## src/rtl/m3_mult_arbiter_pkg.sv

```systemverilog
// Shared operand/product types for the multiplier arbiter slice.
package m3_mult_pkg;

    localparam int OPW = 24;
    localparam int ZW  = 48;

    typedef logic [OPW-1:0] op_t;
    typedef logic [ZW-1:0]  prod_t;

    typedef struct packed {
        op_t x;
        op_t y;
    } opnd_t;

endpackage

```

## src/rtl/m3_mult_arbiter_if.sv

```systemverilog
// Requester and result handshake bundle between clients and the arbiter.
interface m3_mult_arbiter_if
    import m3_mult_pkg::*;
#(
    parameter int NREQ = 4
);
    localparam int TAGW = $clog2(NREQ);

    logic [NREQ-1:0] req_valid;
    logic [NREQ-1:0] req_ready;
    op_t             req_x [NREQ];
    op_t             req_y [NREQ];
    logic            res_valid;
    logic            res_ready;
    logic [TAGW-1:0] res_tag;
    prod_t           res_z;

    modport master (
        output req_valid, req_x, req_y, res_ready,
        input  req_ready, res_valid, res_tag, res_z
    );

    modport slave (
        input  req_valid, req_x, req_y, res_ready,
        output req_ready, res_valid, res_tag, res_z
    );

endinterface

```

## src/rtl/M3booth_multiplier.sv

```systemverilog
// Combinational 24x24 unsigned radix-4 Booth multiplier.
module M3booth_multiplier
    import m3_mult_pkg::*;
(
    input  op_t   x,
    input  op_t   y,
    output prod_t z
);

    always_comb begin
        logic [OPW+2:0] yb;
        logic [2:0]     trip;
        prod_t          xe;
        prod_t          pp;
        prod_t          acc;
        // two zero MSBs make the top digit non-negative for unsigned y
        yb   = {2'b00, y, 1'b0};
        xe   = prod_t'(x);
        acc  = '0;
        trip = '0;
        pp   = '0;
        for (int unsigned i = 0; i < (OPW + 2) / 2; i++) begin
            trip = 3'(yb >> (2 * i));
            case (trip)
                3'b001, 3'b010: pp = xe;
                3'b011:         pp = xe << 1;
                3'b100:         pp = -(xe << 1);
                3'b101, 3'b110: pp = -xe;
                default:        pp = '0;
            endcase
            acc = acc + (pp << (2 * i));
        end
        z = acc;
    end

endmodule

```

## src/rtl/m3_mult_arbiter_rr.sv

```systemverilog
// Round-robin priority rotate: first valid request at or after ptr wins.
module rr_arbiter #(
    parameter  int NREQ = 4,
    localparam int TAGW = $clog2(NREQ)
) (
    input  logic [NREQ-1:0] req,
    input  logic [TAGW-1:0] ptr,
    output logic [NREQ-1:0] gnt,
    output logic [TAGW-1:0] gnt_idx,
    output logic            any
);

    always_comb begin
        int unsigned idx;
        gnt     = '0;
        gnt_idx = '0;
        any     = 1'b0;
        idx     = 0;
        for (int unsigned k = 0; k < NREQ; k++) begin
            idx = (32'(ptr) + k) % NREQ;
            if (!any && req[idx[TAGW-1:0]]) begin
                any                 = 1'b1;
                gnt_idx             = idx[TAGW-1:0];
                gnt[idx[TAGW-1:0]]  = 1'b1;
            end
        end
    end

endmodule

```

## src/rtl/m3_mult_arbiter.sv

```systemverilog
// Shares one Booth multiplier among NREQ requesters: RR arbitration, two-stage
// pipeline around the multiplier, tagged results with valid/ready backpressure.
module m3_mult_arbiter
    import m3_mult_pkg::*;
#(
    parameter int NREQ = 4
) (
    input  logic             clk,
    input  logic             rst,
    m3_mult_arbiter_if.slave bus,
    output logic             idle
);

    localparam int              TAGW = $clog2(NREQ);
    localparam logic [TAGW-1:0] LAST = TAGW'(NREQ - 1);

    logic [TAGW-1:0] ptr_q,    ptr_d;
    logic            s1_v_q,   s1_v_d;
    opnd_t           s1_op_q,  s1_op_d;
    logic [TAGW-1:0] s1_tag_q, s1_tag_d;
    logic            s2_v_q,   s2_v_d;
    prod_t           s2_z_q,   s2_z_d;
    logic [TAGW-1:0] s2_tag_q, s2_tag_d;

    logic [NREQ-1:0] gnt;
    logic [TAGW-1:0] gnt_idx;
    logic            any;
    logic            adv1, adv2, accept;
    prod_t           mult_z;

    rr_arbiter #(.NREQ(NREQ)) u_arb (
        .req     (bus.req_valid),
        .ptr     (ptr_q),
        .gnt     (gnt),
        .gnt_idx (gnt_idx),
        .any     (any)
    );

    M3booth_multiplier u_mult (
        .x (s1_op_q.x),
        .y (s1_op_q.y),
        .z (mult_z)
    );

    always_comb begin
        adv2     = !s2_v_q || bus.res_ready;
        adv1     = !s1_v_q || adv2;
        // req_ready is held low while reset is asserted
        accept   = any && adv1 && rst;
        bus.req_ready = accept ? gnt : '0;

        ptr_d    = ptr_q;
        s1_v_d   = s1_v_q;
        s1_op_d  = s1_op_q;
        s1_tag_d = s1_tag_q;
        s2_v_d   = s2_v_q;
        s2_z_d   = s2_z_q;
        s2_tag_d = s2_tag_q;

        if (adv1) begin
            s1_v_d = accept;
            if (accept) begin
                s1_op_d.x = bus.req_x[gnt_idx];
                s1_op_d.y = bus.req_y[gnt_idx];
                s1_tag_d  = gnt_idx;
                ptr_d     = (gnt_idx == LAST) ? '0 : gnt_idx + TAGW'(1);
            end
        end

        if (adv2) begin
            s2_v_d   = s1_v_q;
            s2_z_d   = mult_z;
            s2_tag_d = s1_tag_q;
        end
    end

    always_ff @(posedge clk or negedge rst) begin
        if (!rst) begin
            ptr_q    <= '0;
            s1_v_q   <= 1'b0;
            s1_op_q  <= '0;
            s1_tag_q <= '0;
            s2_v_q   <= 1'b0;
            s2_z_q   <= '0;
            s2_tag_q <= '0;
        end else begin
            ptr_q    <= ptr_d;
            s1_v_q   <= s1_v_d;
            s1_op_q  <= s1_op_d;
            s1_tag_q <= s1_tag_d;
            s2_v_q   <= s2_v_d;
            s2_z_q   <= s2_z_d;
            s2_tag_q <= s2_tag_d;
        end
    end

    assign bus.res_valid = s2_v_q;
    assign bus.res_tag   = s2_tag_q;
    assign bus.res_z     = s2_z_q;
    assign idle          = !s1_v_q && !s2_v_q;

endmodule

```

## src/flat_wrapper.sv

```systemverilog
// flat-port wrapper written by rule: the top's interface ports become plain ports
module m3_mult_arbiter_flat import m3_mult_pkg::*;
#(
    parameter int NREQ = 4
)
  (clk, rst, idle, bus_req_valid, bus_req_x, bus_req_y, bus_res_ready, bus_req_ready, bus_res_valid, bus_res_tag, bus_res_z);
  m3_mult_arbiter_if #(.NREQ(NREQ)) bus_i ();
  input  logic clk;
  input  logic rst;
  output logic idle;
  input wire logic [$bits(bus_i.req_valid)-1:0] bus_req_valid;
  input wire logic [$bits(bus_i.req_x)-1:0] bus_req_x;
  input wire logic [$bits(bus_i.req_y)-1:0] bus_req_y;
  input wire logic [$bits(bus_i.res_ready)-1:0] bus_res_ready;
  output wire logic [$bits(bus_i.req_ready)-1:0] bus_req_ready;
  output wire logic [$bits(bus_i.res_valid)-1:0] bus_res_valid;
  output wire logic [$bits(bus_i.res_tag)-1:0] bus_res_tag;
  output wire logic [$bits(bus_i.res_z)-1:0] bus_res_z;
  assign bus_i.req_valid = bus_req_valid;
  assign bus_i.req_x = {>>{bus_req_x}};
  assign bus_i.req_y = {>>{bus_req_y}};
  assign bus_i.res_ready = bus_res_ready;
  assign bus_req_ready = bus_i.req_ready;
  assign bus_res_valid = bus_i.res_valid;
  assign bus_res_tag = bus_i.res_tag;
  assign bus_res_z = bus_i.res_z;
  m3_mult_arbiter #(.NREQ(NREQ)) u_core (.clk(clk), .rst(rst), .bus(bus_i), .idle(idle));
endmodule
```

## config.mk

```make
export PLATFORM = sky130hd
export DESIGN_NAME = m3_mult_arbiter_flat
export DESIGN_NICKNAME = d
export VERILOG_FILES = /design/src/rtl/m3_mult_arbiter_pkg.sv /design/src/rtl/m3_mult_arbiter_if.sv /design/src/rtl/M3booth_multiplier.sv /design/src/rtl/m3_mult_arbiter_rr.sv /design/src/rtl/m3_mult_arbiter.sv /design/src/flat_wrapper.sv
export SDC_FILE = /design/constraint.sdc
export NUM_CORES = 2
export LEC_CHECK = 0
export CAP_MARGIN = 40
export CORE_MARGIN = 3
export CORE_UTILIZATION = 40
export CTS_CLUSTER_DIAMETER = 80
export DETAILED_ROUTE_END_ITERATION = 10
export PLACE_DENSITY = 0.67
export SLEW_MARGIN = 20
export SYNTH_ARGS = -nofsm -noshare
export SYNTH_HDL_FRONTEND = slang
export SYNTH_HIERARCHICAL = 1
export SYNTH_SLANG_ARGS = --single-unit
```

## constraint.sdc

```tcl
create_clock -name clk -period 8 [get_ports clk]
set_input_delay 2 -clock clk [delete_from_list [all_inputs] [get_ports clk]]
set_output_delay 2 -clock clk [all_outputs]
set_load 0.1 [all_outputs]
```

==> results_dict.tcl <==
set metrics [dict create \
    tritoncts "built" \
    whs_path_depth 2 \
    tns_ns 0 \
    arrival_ns 8.05 \
    cts_buffer_depth 2 \
    vias 32200 \
    ys_seq_area_frac 0.0859 \
    synth-seq-cells 104 \
    dp_hpwl_um 105000 \
    synth_cell_type_count 87 \
    synth_warnings 6 \
    io_pins 255 \
    grt_pass1_vias 30300 \
    grt_use_total 0.336 \
    cp_data_required_time_ns 8.31 \
    reg2reg_depth 29 \
    crit_fanout 8 \
    hold_viol 0 \
    overflow 0 \
    critical_path_class "flip-flop to flip-flop" \
    area_growth_pct 22.7 \
    cts_num_sinks 104 \
    htree_num_levels 3 \
    placed_area_um2 36300 \
    ant_nets 0 \
    synth_area_leaders "fa_1 (24%), dfrtp_1 (8.6%), nand2_1 (6.7%), inv_1 (5.0%), o21ai_0 (4.9%)" \
    wl_met3_um 16900 \
    antenna_found_initial 1 \
    drc 0 \
    fp.dieH_um 281 \
    wire_per_inst_um 26.2 \
    wl_met1_um 51400 \
    finish.utilization 0.498 \
    grt_max_degree 103 \
    timing.rr.start "u_core/s1_op_q[24]$_DFFE_PN0P_" \
    syn_nets 4533 \
    die_w_um 281 \
    synth_ff_type "dfrtp_1" \
    crit_path_end_kind "flip-flop" \
    ctsHoldBuffers 0 \
    vias_per_cell 6.25 \
    critPathLaunch "u_core/s1_op_q[24]$_DFFE_PN0P_" \
    initial_core_util 0.405 \
    worstMarginPinSlew_ns 0.950 \
    setup_viol 0 \
    stdcell_count 5152 \
    drtPass1Iterations 9 \
    relSlewSlack 0.362 \
    cts_root_buf "clkbuf_16" \
    synth_area_per_cell_um2 7.80 \
    cpPeakStageDelay_ns 0.68 \
    clock_latency_ns 0.44 \
    wl_met2_um 58900 \
    synth_top_area_cell "fa_1" \
    ys_async_sr_fraction 1.00 \
    finClkSkew_ns 0.0301 \
    port_buffers 254 \
    grt_pass1_wl_um 200000 \
    finalCriticalPeriod_ns 7.73 \
    core_area_um2 74700 \
    startpoint_type "flip-flop" \
    place_inst 5125 \
    gp_congestion 1.05 \
    rows 100 \
    cp_slowest_cell "fa_1" \
    drt-initial-drc-count 4669 \
    min-delay-start "u_core/bus.res_z[17]$_DFFE_PN0P_" \
    final_cell_area_um2 37200 \
    outcome "complete, no violations" \
    wl_um 135000 \
    critPathTopFamily "adder cells" \
    drive_gt1_frac 0.163 \
    synth_cells 3883 \
    cts_buffers 9 \
    timing.final.crit_share 0.967 \
    clk_pin_slew_ns 0.10 \
    cp_num_cells 29 \
    drv_slew 0 \
    top_layer_used "met4" \
    dieArea_um2 79000 \
    synth.top_cell.area_share 0.235 \
    worstHoldPathType "flip-flop to flip-flop" \
    fmax_mhz 129 \
    nets 4828 \
    synth_area_um2 30300 \
    synth_edf_count 0 \
    worstPathBufferInverterCount 8 \
    n_antenna_cell 0 \
    cap_violations 0 \
]
[layout make-up]
class / instances / area, µm²
Timing Repair Buffer: 677 / 6430
Tap cell: 969 / 1210
Fill cell: 7071 / 37500
Clock buffer: 9 / 225
Clock inverter: 7 / 85.1
Sequential cell: 104 / 2620
Inverter: 409 / 1540
Multi-Input combinational cell: 2977 / 25100
[Yosys cell counts, types with 9 or more instances]
library cell    n
xor2_1         66
a311oi_1       14
xnor2_1       141
o21ai_0       297
mux2_4         21
mux4_2         51
dfrtp_1       104
o221ai_1        9
a21oi_1       233
a221oi_1       94
mux2i_1        48
a211oi_1       34
ha_1           95
buf_6          13
nor2b_1        20
and2_1         57
a31oi_1        40
o22ai_1        76
inv_1         404
o21bai_1       11
a211o_1        12
nand3_1        15
clkbuf_1      311
buf_1          56
o211a_1        14
nor3_1         15
a21o_1         73
o211ai_1       57
a22oi_1        84
a22o_1         14
fa_1          356
a221o_1        35
nor2_1        259
o21a_1         30
nand2_1       539
mux2_2         37
or3_1           9
buf_2          10
[sequential cells by signal, summed over array words and instances (netlist names)]
name                  flops
u_core/bus.res_z         48
u_core/s1_op_q           48
u_core/bus.res_tag        2
u_core/ptr_q              2
u_core/s1_tag_q           2
u_core/bus.res_valid      1
u_core/s1_v_q             1
[metal layers]
layer,global-route usage,up-vias
met4,0.149,0
met2,0.520,2263
met1,0.448,15600
li1,-,13900
met5,0,-
met3,0.0804,410
[tightest hold or removal path, cell delays in order, from the launching register on]
cell and delay, ns:
dfrtp_1 0.35, nand2_1 0.05, nand2_1 0.04
[through the flow]
step	hold WS (ns)	worst slack, ns
2_1_floorplan	0.439	-0.0106
3_3_place_gp	0.448	-0.191
3_5_place_dp	0.455	-0.201
4_1_cts	0.475	0.0227
5_1_grt	0.488	-0.0396
6_report	0.471	0.266
[repair_timing]
| item | 4_1_cts | 5_1_grt |
|---|---|---|
| resized for setup | 11 | 105 |
| setup buffers | 0 | 9 |
| endpoints found under the setup margin | 7 | 22 |
| pin swaps | 1 | 25 |
[layout by cell type, fill, tap and decap left out, drive strengths merged, types with 16 or more instances in the layout]
cell / instances
mux2: 59
buf: 427
a221oi: 94
a21oi: 234
a211oi: 35
o211ai: 58
xnor2: 141
o22ai: 76
xor2: 66
mux2i: 48
dfrtp: 104
clkdlybuf4s50: 249
nand3: 16
and2: 61
nand2: 539
a221o: 35
o21ai: 298
nor3: 16
nor2b: 20
o21a: 30
mux4: 53
a22oi: 84
ha: 95
a21o: 73
nor2: 261
inv: 409
fa: 356
a31oi: 40
[final timing paths]
path | to | slack, ns
worst min-delay path | u_core/bus.res_z[17]$_DFFE_PN0P_ | 0.47
worst max register to register | u_core/bus.res_z[41]$_DFFE_PN0P_ | 0.27
worst min register to register | u_core/bus.res_z[17]$_DFFE_PN0P_ | 0.47
min in group asynchronous | u_core/bus.res_z[27]$_DFFE_PN0P_ | 1.48
max in group asynchronous | u_core/s1_op_q[23]$_DFFE_PN0P_ | 5.57
worst max-delay path | u_core/bus.res_z[41]$_DFFE_PN0P_ | 0.27
[kinds of logic (layout without fill, tap and decap cells)]
logic type               after synthesis  count (layout)  synth area share
AO/OA/AOI/OAI                       1186            1186             0.258
buffers and inverters                802            1102             0.103
AND/OR/NAND/NOR                      970             970             0.136
flip-flops                           104             104            0.0859
multiplexers                         160             160            0.0801
XOR/XNOR                             210             210            0.0621
adder cells (fa/ha/maj)              451             451             0.275
Power is left out: the tool's default activity adds up to more than one toggle a clock period on the data nets, which glitch-free logic cannot reach.
